--- src/rtl/pc_seq8_pkg.sv ---
// -----------------------------------------------------------------------------
// pc_seq_pkg
// Shared definitions for the pc_seq8 program-counter sequencer:
//   PC_W        program-counter width (8)
//   pc_t        program-counter / address type
//   cmd_e       decoded command, produced by the priority decoder
//   decode_cmd  fixed-priority decode ret > call > jmp > increment
//   pc_inc      modulo-256 increment (0xFF wraps to 0x00, no flag)
// -----------------------------------------------------------------------------
package pc_seq_pkg;

    localparam int PC_W = 8;

    typedef logic [PC_W-1:0] pc_t;

    typedef enum logic [2:0] {
        CMD_INC,
        CMD_JMP,
        CMD_CALL,
        CMD_RET,
        CMD_HOLD
    } cmd_e;

    // Only the highest-priority request acts; en=0 masks every request.
    function automatic cmd_e decode_cmd(input logic en,
                                        input logic ret,
                                        input logic call,
                                        input logic jmp);
        cmd_e c;
        if (!en) begin
            c = CMD_HOLD;
        end else if (ret) begin
            c = CMD_RET;
        end else if (call) begin
            c = CMD_CALL;
        end else if (jmp) begin
            c = CMD_JMP;
        end else begin
            c = CMD_INC;
        end
        return c;
    endfunction

    function automatic pc_t pc_inc(input pc_t pc);
        return pc + pc_t'(1);
    endfunction

endpackage

--- src/rtl/pc_seq8_if.sv ---
// -----------------------------------------------------------------------------
// pc_seq8_if
// Request/status bundle of the pc_seq8 sequencer.
//   master : drives en, jmp, call, ret, target; observes the status outputs
//   slave  : the sequencer itself
// Signals:
//   en        advance enable
//   jmp       absolute jump request
//   call      call request (push return address, then jump)
//   ret       return request (pop stack into pc)
//   target    jump/call destination
//   pc        current program counter
//   pc_next   combinational value pc takes at the next enabled edge
//   sp        stack occupancy 0..DEPTH
//   stk_full  sp == DEPTH
//   stk_empty sp == 0
//   err       sticky overflow/underflow flag
// -----------------------------------------------------------------------------
interface pc_seq8_if #(
    parameter int DEPTH = 4
);
    import pc_seq_pkg::*;

    localparam int SP_W = $clog2(DEPTH + 1);

    logic            en;
    logic            jmp;
    logic            call;
    logic            ret;
    pc_t             target;
    pc_t             pc;
    pc_t             pc_next;
    logic [SP_W-1:0] sp;
    logic            stk_full;
    logic            stk_empty;
    logic            err;

    modport master (
        output en, jmp, call, ret, target,
        input  pc, pc_next, sp, stk_full, stk_empty, err
    );

    modport slave (
        input  en, jmp, call, ret, target,
        output pc, pc_next, sp, stk_full, stk_empty, err
    );

endinterface

--- src/rtl/pc_seq8_ret_stack.sv ---
// -----------------------------------------------------------------------------
// ret_stack
// DEPTH x 8 return-address LIFO.
// Ports:
//   clk, rst_n  clock, synchronous active-low reset (clears sp only)
//   push, din   write din at sp and increment sp (ignored when full)
//   pop         decrement sp (ignored when empty)
//   top         entry at sp-1 (meaningless while empty)
//   sp          occupancy 0..DEPTH
//   full, empty decoded from the registered sp
// Entry storage is not reset; only the occupancy defines what is valid.
// -----------------------------------------------------------------------------
module ret_stack
    import pc_seq_pkg::*;
#(
    parameter int DEPTH = 4
) (
    input  logic                         clk,
    input  logic                         rst_n,
    input  logic                         push,
    input  logic                         pop,
    input  pc_t                          din,
    output pc_t                          top,
    output logic [$clog2(DEPTH+1)-1:0]   sp,
    output logic                         full,
    output logic                         empty
);

    localparam int SP_W = $clog2(DEPTH + 1);
    localparam int AW   = (DEPTH > 1) ? $clog2(DEPTH) : 1;
    localparam logic [SP_W-1:0] SP_FULL = SP_W'(DEPTH);

    pc_t             mem [DEPTH];
    logic [SP_W-1:0] sp_p0;
    logic [AW-1:0]   wr_idx;
    logic [AW-1:0]   rd_idx;
    logic            do_push;
    logic            do_pop;

    assign full    = (sp_p0 == SP_FULL);
    assign empty   = (sp_p0 == '0);
    assign do_push = push && !full;
    assign do_pop  = pop && !empty;

    // sp < DEPTH whenever a write happens, so the truncation is lossless.
    assign wr_idx = AW'(sp_p0);
    // Park the read index at 0 while empty to keep it inside the array.
    assign rd_idx = empty ? '0 : AW'(sp_p0 - SP_W'(1));

    assign top = mem[rd_idx];
    assign sp  = sp_p0;

    // occupancy
    always_ff @(posedge clk) begin
        if (!rst_n) begin
            sp_p0 <= '0;
        end else if (do_push) begin
            sp_p0 <= sp_p0 + SP_W'(1);
        end else if (do_pop) begin
            sp_p0 <= sp_p0 - SP_W'(1);
        end
    end

    // entry storage
    always_ff @(posedge clk) begin
        if (do_push) begin
            mem[wr_idx] <= din;
        end
    end

endmodule

--- src/rtl/pc_seq8.sv ---
// -----------------------------------------------------------------------------
// pc_seq8
// 8-bit program-counter sequencer feeding the 2:1 operand/address mux
// (pc -> mux input a, target -> mux input b). Supports increment, absolute
// jump, call and return, with return addresses kept in ret_stack.
// Ports:
//   clk    rising-edge clock
//   rst_n  synchronous active-low reset; wins over every request
//   bus    pc_seq8_if.slave: en/jmp/call/ret/target in,
//          pc/pc_next/sp/stk_full/stk_empty/err out
// Parameters:
//   DEPTH     return-stack entries (2..16)
//   RESET_PC  pc value after reset
//   TRAP_PC   overflow vector, only meaningful with the trap build
// Build option:
//   PC_SEQ8_OVF_TRAP_EN  when defined, a call with the stack full goes to
//                        TRAP_PC instead of target. Default: jump to target,
//                        drop the push.
// -----------------------------------------------------------------------------
module pc_seq8
    import pc_seq_pkg::*;
#(
    parameter int  DEPTH    = 4,
    parameter pc_t RESET_PC = 8'h00,
    parameter pc_t TRAP_PC  = 8'hF0
) (
    input  logic       clk,
    input  logic       rst_n,
    pc_seq8_if.slave   bus
);

    localparam int SP_W = $clog2(DEPTH + 1);

    cmd_e            req_cmd;
    cmd_e            cmd;
    pc_t             pc_p0;
    pc_t             pc_plus1;
    pc_t             pc_nxt;
    pc_t             ovf_pc;
    pc_t             stk_top;
    logic [SP_W-1:0] sp;
    logic            stk_full;
    logic            stk_empty;
    logic            push;
    logic            pop;
    logic            fault;
    logic            err_p0;

    // pc_next describes the edge where en=1, so it decodes without en;
    // the registered path uses the en-masked command.
    assign req_cmd = decode_cmd(1'b1, bus.ret, bus.call, bus.jmp);
    assign cmd     = decode_cmd(bus.en, bus.ret, bus.call, bus.jmp);

    assign pc_plus1 = pc_inc(pc_p0);

`ifdef PC_SEQ8_OVF_TRAP_EN
    assign ovf_pc = TRAP_PC;
`else
    // Overflowing call still jumps; TRAP_PC has no role in this build.
    logic unused_trap_pc;
    assign ovf_pc         = bus.target;
    assign unused_trap_pc = ^TRAP_PC;
`endif

    always_comb begin
        pc_nxt = pc_plus1;
        case (req_cmd)
            CMD_RET:  pc_nxt = stk_empty ? pc_plus1 : stk_top;
            CMD_CALL: pc_nxt = stk_full ? ovf_pc : bus.target;
            CMD_JMP:  pc_nxt = bus.target;
            CMD_INC:  pc_nxt = pc_plus1;
            default:  pc_nxt = pc_p0;
        endcase
    end

    assign push  = (cmd == CMD_CALL) && !stk_full;
    assign pop   = (cmd == CMD_RET) && !stk_empty;
    assign fault = ((cmd == CMD_CALL) && stk_full) ||
                   ((cmd == CMD_RET) && stk_empty);

    ret_stack #(
        .DEPTH (DEPTH)
    ) u_ret_stack (
        .clk   (clk),
        .rst_n (rst_n),
        .push  (push),
        .pop   (pop),
        .din   (pc_plus1),
        .top   (stk_top),
        .sp    (sp),
        .full  (stk_full),
        .empty (stk_empty)
    );

    // pc register and sticky error
    always_ff @(posedge clk) begin
        if (!rst_n) begin
            pc_p0  <= RESET_PC;
            err_p0 <= 1'b0;
        end else if (bus.en) begin
            pc_p0 <= pc_nxt;
            if (fault) begin
                err_p0 <= 1'b1;
            end
        end
    end

    assign bus.pc        = pc_p0;
    assign bus.pc_next   = pc_nxt;
    assign bus.sp        = sp;
    assign bus.stk_full  = stk_full;
    assign bus.stk_empty = stk_empty;
    assign bus.err       = err_p0;

endmodule

--- src/flat_wrapper.sv ---
// flat-port wrapper written by rule: the top's interface ports become plain ports
module pc_seq8_flat import pc_seq_pkg::*;
#(
    parameter int  DEPTH    = 4,
    parameter pc_t RESET_PC = 8'h00,
    parameter pc_t TRAP_PC  = 8'hF0
)
  (clk, rst_n, bus_en, bus_jmp, bus_call, bus_ret, bus_target, bus_pc, bus_pc_next, bus_sp, bus_stk_full, bus_stk_empty, bus_err);
  pc_seq8_if #(.DEPTH(DEPTH)) bus_i ();
  input  logic clk;
  input  logic rst_n;
  input wire logic [$bits(bus_i.en)-1:0] bus_en;
  input wire logic [$bits(bus_i.jmp)-1:0] bus_jmp;
  input wire logic [$bits(bus_i.call)-1:0] bus_call;
  input wire logic [$bits(bus_i.ret)-1:0] bus_ret;
  input wire logic [$bits(bus_i.target)-1:0] bus_target;
  output wire logic [$bits(bus_i.pc)-1:0] bus_pc;
  output wire logic [$bits(bus_i.pc_next)-1:0] bus_pc_next;
  output wire logic [$bits(bus_i.sp)-1:0] bus_sp;
  output wire logic [$bits(bus_i.stk_full)-1:0] bus_stk_full;
  output wire logic [$bits(bus_i.stk_empty)-1:0] bus_stk_empty;
  output wire logic [$bits(bus_i.err)-1:0] bus_err;
  assign bus_i.en = bus_en;
  assign bus_i.jmp = bus_jmp;
  assign bus_i.call = bus_call;
  assign bus_i.ret = bus_ret;
  assign bus_i.target = bus_target;
  assign bus_pc = bus_i.pc;
  assign bus_pc_next = bus_i.pc_next;
  assign bus_sp = bus_i.sp;
  assign bus_stk_full = bus_i.stk_full;
  assign bus_stk_empty = bus_i.stk_empty;
  assign bus_err = bus_i.err;
  pc_seq8 #(.DEPTH(DEPTH), .RESET_PC(RESET_PC), .TRAP_PC(TRAP_PC)) u_core (.clk(clk), .rst_n(rst_n), .bus(bus_i));
endmodule
--- config.mk ---
export PLATFORM = sky130hd
export DESIGN_NAME = pc_seq8_flat
export DESIGN_NICKNAME = d
export VERILOG_FILES = /design/src/rtl/pc_seq8_pkg.sv /design/src/rtl/pc_seq8_if.sv /design/src/rtl/pc_seq8_ret_stack.sv /design/src/rtl/pc_seq8.sv /design/src/flat_wrapper.sv
export SDC_FILE = /design/constraint.sdc
export NUM_CORES = 1
export LEC_CHECK = 0
export CAP_MARGIN = 0
export CORE_MARGIN = 2
export CORE_UTILIZATION = 40
export CTS_BUF_LIST = sky130_fd_sc_hd__clkbuf_8
export CTS_CLUSTER_SIZE = 8
export DETAILED_ROUTE_END_ITERATION = 12
export GPL_ROUTABILITY_DRIVEN = 0
export REMOVE_ABC_BUFFERS = 1
export SLEW_MARGIN = 40
export SYNTH_ARGS = -nofsm -noshare
export SYNTH_HDL_FRONTEND = slang
export SYNTH_SLANG_ARGS = --single-unit
--- constraint.sdc ---
create_clock -name clk -period 2.7 [get_ports clk]
set_input_delay 0.405 -clock clk [delete_from_list [all_inputs] [get_ports clk]]
set_output_delay 0.405 -clock clk [all_outputs]
set_load 0.05 [all_outputs]
==> results.sh <==
export IMPL_yosys_top_cells_area="edfxtp_1 (42%), dfxtp_1 (10%), ha_1 (4.9%)"
export IMPL_worst_slew_pin_transition_ns=0.531
export IMPL_r2r_cells=6
export IMPL_end_kind="primary output"
export IMPL_worstPathArrival_ns=2.25
export IMPL_hold_path_class="flop to flop"
export IMPL_setup_viol=0
export IMPL_finalHoldViolations=0
export IMPL_ys_flop_type="edfxtp_1"
export IMPL_clk_path_buf_depth=2
export IMPL_num_antenna_cells=0
export IMPL_critPathRequiredTime_ns=2.30
export IMPL_grt_pass1_wl_mm=9.05
export IMPL_cts_tree="built"
export IMPL_drt_vias_per_instance=5.37
export IMPL_max_stage_delay_ns=0.40
export IMPL_fmax_mhz=377
export IMPL_syn_mean_instance_area_um2=11.8
export IMPL_p_sw_frac=0.342
export IMPL_yosysWarnings=0
export IMPL_reg2reg_from="u_core.u_ret_stack.sp[0]"
export IMPL_drcViolationCount=0
export IMPL_io_pins=36
export IMPL_first_global_vias=1759
export IMPL_leakagePower_nw=1.23
export IMPL_cts_sinks=44
export IMPL_first_pass_iters=4
export IMPL_path_common_cell="buf_4"
export IMPL_port_buffers=35
export IMPL_syn_to_final_growth_pct=39.2
export IMPL_r2r_slack_ns=0.77
export IMPL_maxCapViolations=0
export IMPL_coreArea_mm2=0.00551
export IMPL_relSlewSlack=0.646
export IMPL_dieWidth_um=79.7
export IMPL_p_per_area_mw_per_mm2=595
export IMPL_r2r_end="u_core.bus.pc[2]"
export IMPL_skew_ns=0.00725
export IMPL_worstSetupPathType="primary input to primary output"
export IMPL_cts_root_buf="clkbuf_8"
export IMPL_synth_seq_area_share=0.524
export IMPL_nets=279
export IMPL_start_util=0.416
export IMPL_hold_path_end="u_core.bus.err"
export IMPL_cts_clk_slew_worst_paths_ns=0.09
export IMPL_synthDistinctLibCells=51
export IMPL_power_frac_seq=0.415
export IMPL_dp_hpwl_mm=4.14
export IMPL_critPathMaxFanout=6
export IMPL_holdBufCountCts=0
export IMPL_status="finished clean"
export IMPL_critPathBufInv=5
export IMPL_die_area_mm2=0.00635
export IMPL_p_sw_mw=0.649
export IMPL_gr_usage_all_layers=0.191
export IMPL_grt_max_degree=19
export IMPL_worstPathCellList="clkdlybuf4s50_1, a21o_1, ha_4, buf_4, a21o_4, buf_4, o21ai_0, a21oi_1, buf_4, buf_12"
export IMPL_synthArstFlopShare=0
export IMPL_ys_seq_elements=44
export IMPL_synth_area_mm2=0.00229
export IMPL_netlist_top_cells_count="edfxtp_1 (32), inv_1 (13), dfxtp_1 (12), nand2_1 (12), o21ai_0 (10)"
export IMPL_post_route_min_period_ns=2.65
export IMPL_routed_wl_mm=5.69
export IMPL_synth_top_area_share=0.419
export IMPL_antenna_found_initial=0
export IMPL_setup_tns_ns=0
export IMPL_final_antenna_net_count=0
export IMPL_clk_latency_ns=0.30
export IMPL_grt_overflow=0
export IMPL_drive_above_1_share=0.331
export IMPL_worstHoldStart="u_core.bus.err"
export IMPL_ir_drop_v=0.000299
export IMPL_finalCritPeriodShare=0.982
export IMPL_power_share_clock=0.218
export IMPL_detailedPlace_worstSlack_ns=-0.143
export IMPL_cts_buffers_inserted=5
export IMPL_synth_edf_count=32
export IMPL_yosysTopAreaCell="edfxtp_1"
export IMPL_synth_cells=195
export IMPL_post_route_util=0.579
export IMPL_power_frac_comb=0.366
export IMPL_cpMaxStageDelayCell="clkdlybuf4s50_1"
export IMPL_wire_per_inst_um=17.3
export IMPL_hold_depth=2
export IMPL_die_h_um=79.7
export IMPL_start_kind="primary input"
export IMPL_drt_iter0_drc=62
export IMPL_worst_slack_ns=0.0476
export IMPL_placementRows=27
export IMPL_report_final_slew_viol_count=0
export IMPL_synth_most_common_cell="edfxtp_1"
export IMPL_p_int_mw=1.25
export IMPL_crit_family="buffers and inverters"
export IMPL_vias=1766
export IMPL_htreeDepth=2
## worst register-to-register path, cell delays in order, from the launching register on
cell	delay (ns)
dfxtp_2	0.34
buf_4	0.27
mux2_2	0.40
a221oi_4	0.26
o221ai_2	0.14
buf_4	0.15
o221a_2	0.25
## per-layer routing
| metal | part of all wire | wire length [um] | vias to the layer above | global-route usage |
|---|---|---|---|---|
| met5 | 0 | 0 | - | 0 |
| met4 | 0.012 | 70 | 0 | 0.0517 |
| met3 | 0.034 | 196 | 9 | 0.0362 |
| met2 | 0.49 | 2800 | 39 | 0.322 |
| met1 | 0.46 | 2630 | 859 | 0.250 |
| li1 | - | - | 859 | - |
## per-stage QoR
stage	hold slack, ns	total power [mW]	area, um2	cells
floorplan	0.494	1.16	2250	186
global placement	0.483	1.43	2930	318
detailed placement	0.487	1.43	2930	318
CTS	0.508	1.89	3090	328
global route	0.558	1.98	3190	329
finish	0.509	1.90	3190	329
## sequential cells by signal, summed over array words and instances, names as in the netlist
register                count
u_core.u_ret_stack.mem     32
u_core.bus.err              1
u_core.bus.pc               8
u_core.u_ret_stack.sp       3
## logic make-up (layout without fill, tap and decap cells)
logic type / Yosys count / count (layout) / synth area share
mux: 14 / 14 / 0.0846
compound gates: 51 / 51 / 0.169
flops: 44 / 44 / 0.524
xor+xnor: 4 / 4 / 0.0153
buf+inv: 24 / 86 / 0.0437
fa+ha+maj: 9 / 9 / 0.0491
simple gates: 49 / 49 / 0.115
## final cells by class
| class | instances | area [um2] |
|---|---|---|
| fillers | 473 | 2320 |
| flip-flops and latches | 44 | 1210 |
| multi-input cells | 127 | 1130 |
| repair buffers | 63 | 619 |
| well taps | 72 | 90.1 |
| clock buffers | 5 | 68.8 |
| inverters | 15 | 56.3 |
| clock inverters | 3 | 17.5 |
## power groups by stage
stage / Combinational (mW) / Sequential (mW) / Clock (mW)
3_3_place_gp: 0.630 / 0.802 / 0
5_1_grt: 0.738 / 0.792 / 0.454
4_1_cts: 0.670 / 0.787 / 0.428
2_1_floorplan: 0.297 / 0.866 / 0
3_5_place_dp: 0.633 / 0.802 / 0
6_report: 0.695 / 0.788 / 0.415
## timing repair
action	4_1_cts	5_1_grt
endpoints found under the setup margin	8	8
gates resized for setup	16	19
pin swaps	5	2
buffers inserted	2	1
## worst max-delay path by stage
stage / from / end / slack, ns / depth (start not counted)
6_report: bus_jmp / bus_pc_next[6] / 0.05 / 10
5_1_grt: bus_jmp / bus_pc_next[2] / -0.008 / 9
4_1_cts: u_core.u_ret_stack.sp[1] / bus_pc_next[7] / 0.004 / 9
3_5_place_dp: bus_call / bus_pc_next[5] / -0.14 / 7
3_3_place_gp: bus_call / bus_pc_next[5] / -0.13 / 7
2_1_floorplan: u_core.u_ret_stack.sp[0] / bus_pc_next[6] / -0.68 / 6
## cell usage in the layout (no fill, tap or decap), types with 3 or more instances in the layout
cell	count
a31oi_1	5
dfxtp_1	10
a21oi_1	6
nand3_1	4
clkdlybuf4s50_1	23
mux2i_1	4
a221oi_2	5
inv_2	3
o21ai_0	10
and3_1	3
buf_4	30
nand2_1	11
ha_1	5
mux2_2	6
o21a_1	6
inv_1	12
nor2_1	8
edfxtp_1	32
clkbuf_8	5
buf_12	6
ha_4	3
(Power assumes the default switching activity.)
